==> src/rtl/controller_pkg.sv <==
`default_nettype none
// ============================================================================
// Module   : controller_pkg
// Purpose  : Shared types and constants for the tc reset sequencer: FSM state
//            encoding, Avalon-MM register word addresses and STATUS bit
//            positions.
// Ports    : none (package)
// Revision : 1.0 - initial release
// ============================================================================
package controller_pkg;

    typedef enum logic [1:0] {
        ST_IDLE    = 2'd0,
        ST_ASSERT  = 2'd1,
        ST_RELEASE = 2'd2,
        ST_GAP     = 2'd3
    } state_t;

    localparam logic [2:0] ADDR_STATUS    = 3'd0;
    localparam logic [2:0] ADDR_PULSE_LEN = 3'd1;
    localparam logic [2:0] ADDR_STAGGER   = 3'd2;
    localparam logic [2:0] ADDR_HOLD      = 3'd3;
    localparam logic [2:0] ADDR_START     = 3'd4;
    localparam logic [2:0] ADDR_ABORT     = 3'd5;

    localparam int STAT_BUSY_BIT    = 0;
    localparam int STAT_DONE_BIT    = 1;
    localparam int STAT_ACTIVE_LSB  = 4;
    localparam int STAT_PENDING_LSB = 8;

endpackage
`default_nettype wire

==> src/rtl/controller_lowbit_clr.sv <==
`default_nettype none
// ============================================================================
// Module   : controller_lowbit_clr
// Purpose  : Clears the lowest set bit of a mask (combinational).
// Ports    : i_mask  in  NCH  input mask
//            o_mask  out NCH  i_mask with its lowest set bit cleared
// Revision : 1.0 - initial release
// ============================================================================
module controller_lowbit_clr #(
    parameter int NCH = 4
) (
    input  logic [NCH-1:0] i_mask,
    output logic [NCH-1:0] o_mask
);

    // m & (m - 1) removes exactly the least significant one; zero stays zero.
    assign o_mask = i_mask & (i_mask - NCH'(1));

endmodule
`default_nettype wire

==> src/rtl/controller_tc_reset_seq.sv <==
`default_nettype none
// ============================================================================
// Module   : controller_tc_reset_seq
// Purpose  : Avalon-MM slave sequencing the tc subsystem reset lines. Requested
//            channels are asserted together for PULSE_LEN cycles, then
//            released lowest index first, STAGGER cycles apart. A hold mask
//            forces lines high independently of the sequencer.
// Ports    : clk         in  1   system clock
//            reset       in  1   asynchronous active-high reset
//            address     in  3   register word address
//            chipselect  in  1   slave select
//            write_n     in  1   active-low write strobe
//            writedata   in  32  write data
//            readdata    out 32  read data, combinational
//            out_port    out NCH reset lines to tc channels, active-high
//            busy        out 1   sequence in progress
// Revision : 1.0 - initial release
// ============================================================================
module controller_tc_reset_seq
    import controller_pkg::*;
#(
    parameter int NCH             = 4,
    parameter int CNT_W           = 16,
    parameter int PULSE_DEFAULT   = 16,
    parameter int STAGGER_DEFAULT = 4
) (
    input  logic           clk,
    input  logic           reset,
    input  logic [2:0]     address,
    input  logic           chipselect,
    input  logic           write_n,
    input  logic [31:0]    writedata,
    output logic [31:0]    readdata,
    output logic [NCH-1:0] out_port,
    output logic           busy
);

    state_t           r_state, w_state_nxt;
    logic [CNT_W-1:0] r_cnt, w_cnt_nxt;
    logic [CNT_W-1:0] r_pulse_len, r_stagger;
    logic [NCH-1:0]   r_active, w_active_nxt;
    logic [NCH-1:0]   r_pending, w_pending_nxt;
    logic [NCH-1:0]   r_hold, r_out;
    logic             r_done, w_done_nxt;

    logic             w_wr, w_abort, w_done_clr;
    logic [NCH-1:0]   w_start_bits, w_active_lowclr, w_release_mask;
    logic [CNT_W-1:0] w_pulse_m1;
    logic [31:0]      w_status;
    logic             w_unused_wdata;

    assign w_wr         = chipselect & ~write_n;
    assign w_abort      = w_wr && (address == ADDR_ABORT);
    assign w_done_clr   = w_wr && (address == ADDR_STATUS) && writedata[STAT_DONE_BIT];
    assign w_start_bits = (w_wr && (address == ADDR_START)) ? writedata[NCH-1:0] : '0;
    assign w_unused_wdata = ^writedata[31:CNT_W];

    // A programmed pulse length of 0 is treated as 1.
    assign w_pulse_m1 = (r_pulse_len == '0) ? '0 : r_pulse_len - CNT_W'(1);

    controller_lowbit_clr #(.NCH(NCH)) u_lowbit_clr (
        .i_mask (r_active),
        .o_mask (w_active_lowclr)
    );

    // STAGGER of 0 drops every remaining line in one release step.
    assign w_release_mask = (r_stagger == '0) ? '0 : w_active_lowclr;

    // The RELEASE state is the cycle whose closing edge clears lines, so the
    // counters hand over to RELEASE one cycle before they would hit zero;
    // this keeps the pulse at PULSE_LEN cycles and the spacing at STAGGER.
    always_comb begin
        w_state_nxt   = r_state;
        w_cnt_nxt     = r_cnt;
        w_active_nxt  = r_active;
        w_pending_nxt = r_pending | w_start_bits;
        w_done_nxt    = r_done & ~w_done_clr;
        if (w_abort) begin
            w_state_nxt   = ST_IDLE;
            w_cnt_nxt     = '0;
            w_active_nxt  = '0;
            w_pending_nxt = '0;
        end else begin
            case (r_state)
                ST_IDLE: begin
                    if (r_pending != '0) begin
                        w_active_nxt  = r_pending;
                        w_pending_nxt = w_start_bits;
                        w_cnt_nxt     = w_pulse_m1;
                        w_state_nxt   = (w_pulse_m1 == '0) ? ST_RELEASE : ST_ASSERT;
                    end
                end
                ST_ASSERT, ST_GAP: begin
                    if (r_cnt <= CNT_W'(1)) begin
                        w_cnt_nxt   = '0;
                        w_state_nxt = ST_RELEASE;
                    end else begin
                        w_cnt_nxt = r_cnt - CNT_W'(1);
                    end
                end
                ST_RELEASE: begin
                    w_active_nxt = w_release_mask;
                    if (w_release_mask == '0) begin
                        w_state_nxt = ST_IDLE;
                        w_done_nxt  = 1'b1;
                    end else if (r_stagger <= CNT_W'(1)) begin
                        w_state_nxt = ST_RELEASE;
                    end else begin
                        w_cnt_nxt   = r_stagger - CNT_W'(1);
                        w_state_nxt = ST_GAP;
                    end
                end
                default: w_state_nxt = ST_IDLE;
            endcase
        end
    end

    always_ff @(posedge clk or posedge reset) begin
        if (reset) begin
            r_state     <= ST_IDLE;
            r_cnt       <= '0;
            r_active    <= '0;
            r_pending   <= '0;
            r_done      <= 1'b0;
            r_hold      <= '0;
            r_out       <= '0;
            r_pulse_len <= CNT_W'(PULSE_DEFAULT);
            r_stagger   <= CNT_W'(STAGGER_DEFAULT);
        end else begin
            r_state   <= w_state_nxt;
            r_cnt     <= w_cnt_nxt;
            r_active  <= w_active_nxt;
            r_pending <= w_pending_nxt;
            r_done    <= w_done_nxt;
            r_out     <= r_active | r_hold;
            if (w_wr && (address == ADDR_PULSE_LEN)) r_pulse_len <= writedata[CNT_W-1:0];
            if (w_wr && (address == ADDR_STAGGER))   r_stagger   <= writedata[CNT_W-1:0];
            if (w_wr && (address == ADDR_HOLD))      r_hold      <= writedata[NCH-1:0];
        end
    end

    always_comb begin
        w_status                                 = '0;
        w_status[STAT_BUSY_BIT]                  = busy;
        w_status[STAT_DONE_BIT]                  = r_done;
        w_status[STAT_ACTIVE_LSB +: NCH]         = r_active;
        w_status[STAT_PENDING_LSB +: NCH]        = r_pending;
    end

    always_comb begin
        readdata = '0;
        case (address)
            ADDR_STATUS:    readdata             = w_status;
            ADDR_PULSE_LEN: readdata[CNT_W-1:0]  = r_pulse_len;
            ADDR_STAGGER:   readdata[CNT_W-1:0]  = r_stagger;
            ADDR_HOLD:      readdata[NCH-1:0]    = r_hold;
            default:        readdata             = '0;
        endcase
    end

    assign out_port = r_out;
    assign busy     = (r_state != ST_IDLE);

endmodule
`default_nettype wire

==> config.mk <==
export PLATFORM = sky130hd
export DESIGN_NAME = controller_tc_reset_seq
export DESIGN_NICKNAME = d
export VERILOG_FILES = /design/src/rtl/controller_pkg.sv /design/src/rtl/controller_lowbit_clr.sv /design/src/rtl/controller_tc_reset_seq.sv
export SDC_FILE = /design/constraint.sdc
export NUM_CORES = 1
export LEC_CHECK = 0
export CAP_MARGIN = 20
export CORE_MARGIN = 2
export CORE_UTILIZATION = 36
export CTS_CLUSTER_DIAMETER = 120
export CTS_CLUSTER_SIZE = 40
export DETAILED_ROUTE_END_ITERATION = 6
export HOLD_SLACK_MARGIN = 0.1
export SYNTH_ARGS = -nofsm -noshare
export SYNTH_HDL_FRONTEND = slang
export SYNTH_SLANG_ARGS = --single-unit
==> constraint.sdc <==
create_clock -name clk -period 3.15 [get_ports clk]
set_input_delay 0.63 -clock clk [delete_from_list [all_inputs] [get_ports clk]]
set_output_delay 0.63 -clock clk [all_outputs]
set_load 0.01 [all_outputs]
==> impl_metrics.py <==
metrics = {
    "clock_tree": {
        "cts.clk_slew.worst_paths_ns": 0.06,
        "cts_hold_buf": 0,
        "cts_tree": "done",
        "worstSkewPairLatency_ns": 0.34,
        "cts_buffers": 9,
        "htreeDepth": 3,
        "clkSinkCount": 67,
        "cts_root_buf": "clkbuf_16",
        "clock_path_buffers": 2,
    },
    "timing": {
        "tns_ns": 0,
        "max_freq_mhz": 326,
        "min_period_ns": 3.07,
        "relSlewSlack_pct": 43.5,
        "fin_crit_sh_pct": 97.5,
        "tightest_slew_ns": 0.845,
        "fin_skew_ns": 0.00259,
        "hold_viol": 0,
        "rsz0062_at_grt": "false",
        "setup_viol": 0,
        "slew_viol_final": 0,
    },
    "critical_path": {
        "cp_max_fo": 16,
        "endpoint_kind": "primary output",
        "required_ns": 2.52,
        "arrival_ns": 2.44,
        "criticalPathCategory": "in2out",
        "cp-start-kind": "primary input",
    },
    "global_routing": {
        "grt_pass1_wl_um": 21400,
        "grt_max_degree": 36,
        "grt_pass1_vias": 3820,
        "grt_usage_pct": 20.7,
        "antenna_found_initial": 0,
        "grt.overflow.total": 0,
    },
    "layout": {
        "synthToLayoutAreaGrowth_pct": 20.8,
        "fin_nets": 593,
        "antenna_cells": 0,
        "drive_above_1_share_pct": 18.3,
    },
    "floorplan": {
        "coreArea_sq_um": 12500,
        "die_y_um": 117,
        "fp.dieW_um": 117,
        "rows": 41,
        "ios": 76,
        "die-area_sq_um": 13600,
        "initial_core_util_pct": 36.6,
    },
    "job": {
        "cap_violations": 0,
    },
    "synthesis": {
        "synthArstFlopShare_pct": 100,
        "ys_top_cells_by_area": "dfrtp_1, mux2_2, nor2_1",
        "synth.distinct_cells": 70,
        "synth-seq-cells": 67,
        "syn_area_sq_um": 4580,
        "postSynthCellCount": 507,
        "synth_edf_count": 0,
        "ys_warn_count": 0,
        "syn_avg_cell_area_sq_um": 9.03,
        "yosys_most_used_dff": "dfrtp_1",
        "synth-seq-area-share_pct": 36.7,
        "synth.top_cell.area_share_pct": 35.5,
        "yosys.area.top_type": "dfrtp_1",
    },
    "route": {
        "wire_per_inst_um": 18.4,
        "ant_nets": 0,
        "vias": 4045,
        "vias_per_cell": 5.58,
        "drt-initial-drc-count": 319,
        "route.detailed.drc": 0,
        "drt-total-wl_um": 13400,
        "drtPass1Iterations": 5,
    },
    "pwr": {
        "peakVddDrop_uv": 333,
        "power_leakage_nw": 2.28,
        "total_power_mw": 4.53,
        "cellPowerDensity_nw_per_um2": 819,
    },
    "placement": {
        "gp_congestion": 0.876,
        "place.port_buffers": 43,
        "post-dp-hpwl_um": 9850,
    },
    "worst_hold_path": {
        "hold_class": "reg2reg",
    },
    "run_status": {
        "outcome": "finished, final reports clean",
    },
}
area by class of cell:
class / instances / area, sq um
Clock inverter: 7 / 92.6
Timing Repair Buffer: 66 / 632
Multi-Input combinational cell: 390 / 2640
Tap cell: 172 / 215
Fill cell: 1263 / 6980
Sequential cell: 67 / 1680
Clock buffer: 9 / 225
Inverter: 14 / 52.6
what timing repair did:
| item | CTS | global route |
|---|---|---|
| setup endpoints to repair | 4 | 12 |
| buffers inserted | 0 | 0 |
| hold endpoints to repair | 0 | 0 |
| cloned | 0 | 0 |
| resized for setup | 1 | 2 |
per-stage QoR:
step	utilization, %	setup WS [ns]	hold slack, ns	instance area [sq um]	std cells
6_report	44.2	0.0787	0.493	5540	725
5_1_grt	44.2	0.0237	0.522	5540	725
4_1_cts	44.2	0.0153	0.499	5530	725
3_5_place_dp	41.6	0.0226	0.485	5210	709
3_3_place_gp	41.6	0.0563	0.480	5210	709
2_1_floorplan	-	0.607	0.444	4640	522
per-layer routing:
metal / routed length [um] / part of all wire (%) / global-route usage [%] / vias to the layer above
li1: - / - / - / 1907
met1: 6240 / 47 / 29.6 / 1945
met2: 6140 / 46 / 32.2 / 173
met3: 716 / 5.4 / 3.50 / 20
met4: 248 / 1.9 / 6.51 / 0
met5: 0 / 0 / 0 / -
cell usage after synthesis, drive strengths merged, types with 2 or more instances:
cell type	number
mux4	2
nand2b	2
a31o	2
mux2	39
nor3	16
o21ai	36
a22oi	11
a2bb2oi	2
and4b	3
buf	26
xnor2	8
or3	3
clkbuf	25
or4	10
a221oi	4
a21oi	36
o21a	2
a211o	2
mux2i	9
nor2	64
o31ai	9
ha	6
nor2b	6
nand3	7
xor2	10
a31oi	6
a211oi	2
nand4b	2
dfstp	2
dfrtp	65
o31a	3
nor4	11
a21boi	2
or2	5
nand2	19
inv	14
a311oi	2
nand4	5
nor3b	3
a22o	2
nand3b	6
cell families (layout without fill, tap and decap cells):
family	count (synthesis)	count (layout)	synth area share, %
and+or+nand+nor	168	168	19.6
AOI/OAI and AO/OA	131	131	18.7
DFF	67	67	36.7
buffers and inverters	65	96	7.13
muxes	50	50	12.5
xor gates and xnor gates	18	18	3.44
adders and majority gates	7	7	1.86
other	1	16	0.0819
worst max-delay path, stage by stage:
cell and delay (ns):
clkdlybuf4s50_1 0.51, buf_12 0.17, mux4_2 0.50, nor2b_1 0.15
clkdlybuf4s50_1 0.48
placed cells by master, fill, tap and decap left out, drive strengths merged, types with 3 or more instances in the layout:
cell type,n
a221oi,4
nor3b,3
or2,5
o31a,3
nor2b,6
xnor2,8
ha,6
dfrtp,65
inv,14
clkdlybuf4s50,43
nand4,5
nand2,19
buf,23
clkinv,5
a22oi,11
or4,10
mux2i,9
nor2,64
clkbuf,9
and4b,3
mux2,39
nand3b,6
conb,16
nor3,16
a31oi,6
o21ai,36
nand3,7
xor2,10
o31ai,9
nor4,11
or3,3
a21oi,36
report_power, final:
group	switching (mW)	internal (mW)	total, mW
Clock	0.395	0.691	1.09
Combinational	1.03	0.860	1.89
Sequential	0.402	1.16	1.56
flip-flops by register name (all words and copies together) (netlist names):
register,cells
r_hold,4
out_port,4
r_stagger,16
r_pulse_len,16
r_pending,4
r_active,4
r_done,1
r_state,2
r_cnt,16
path summary, 6_finish.rpt:
path | endpoint | depth (start not counted) | start | slack (ns)
min reg2reg | r_cnt[6] | 2 | r_cnt[6] | 0.49
min | r_cnt[6] | 2 | r_cnt[6] | 0.49
max in group asynchronous | r_active[3] | 3 | reset | 1.75
max | readdata[0] | 5 | address[1] | 0.08
min in group asynchronous | r_pulse_len[9] | 2 | reset | 0.75
max reg2reg | r_cnt[9] | 6 | r_cnt[9] | 0.37
(Power assumes the default switching activity.)
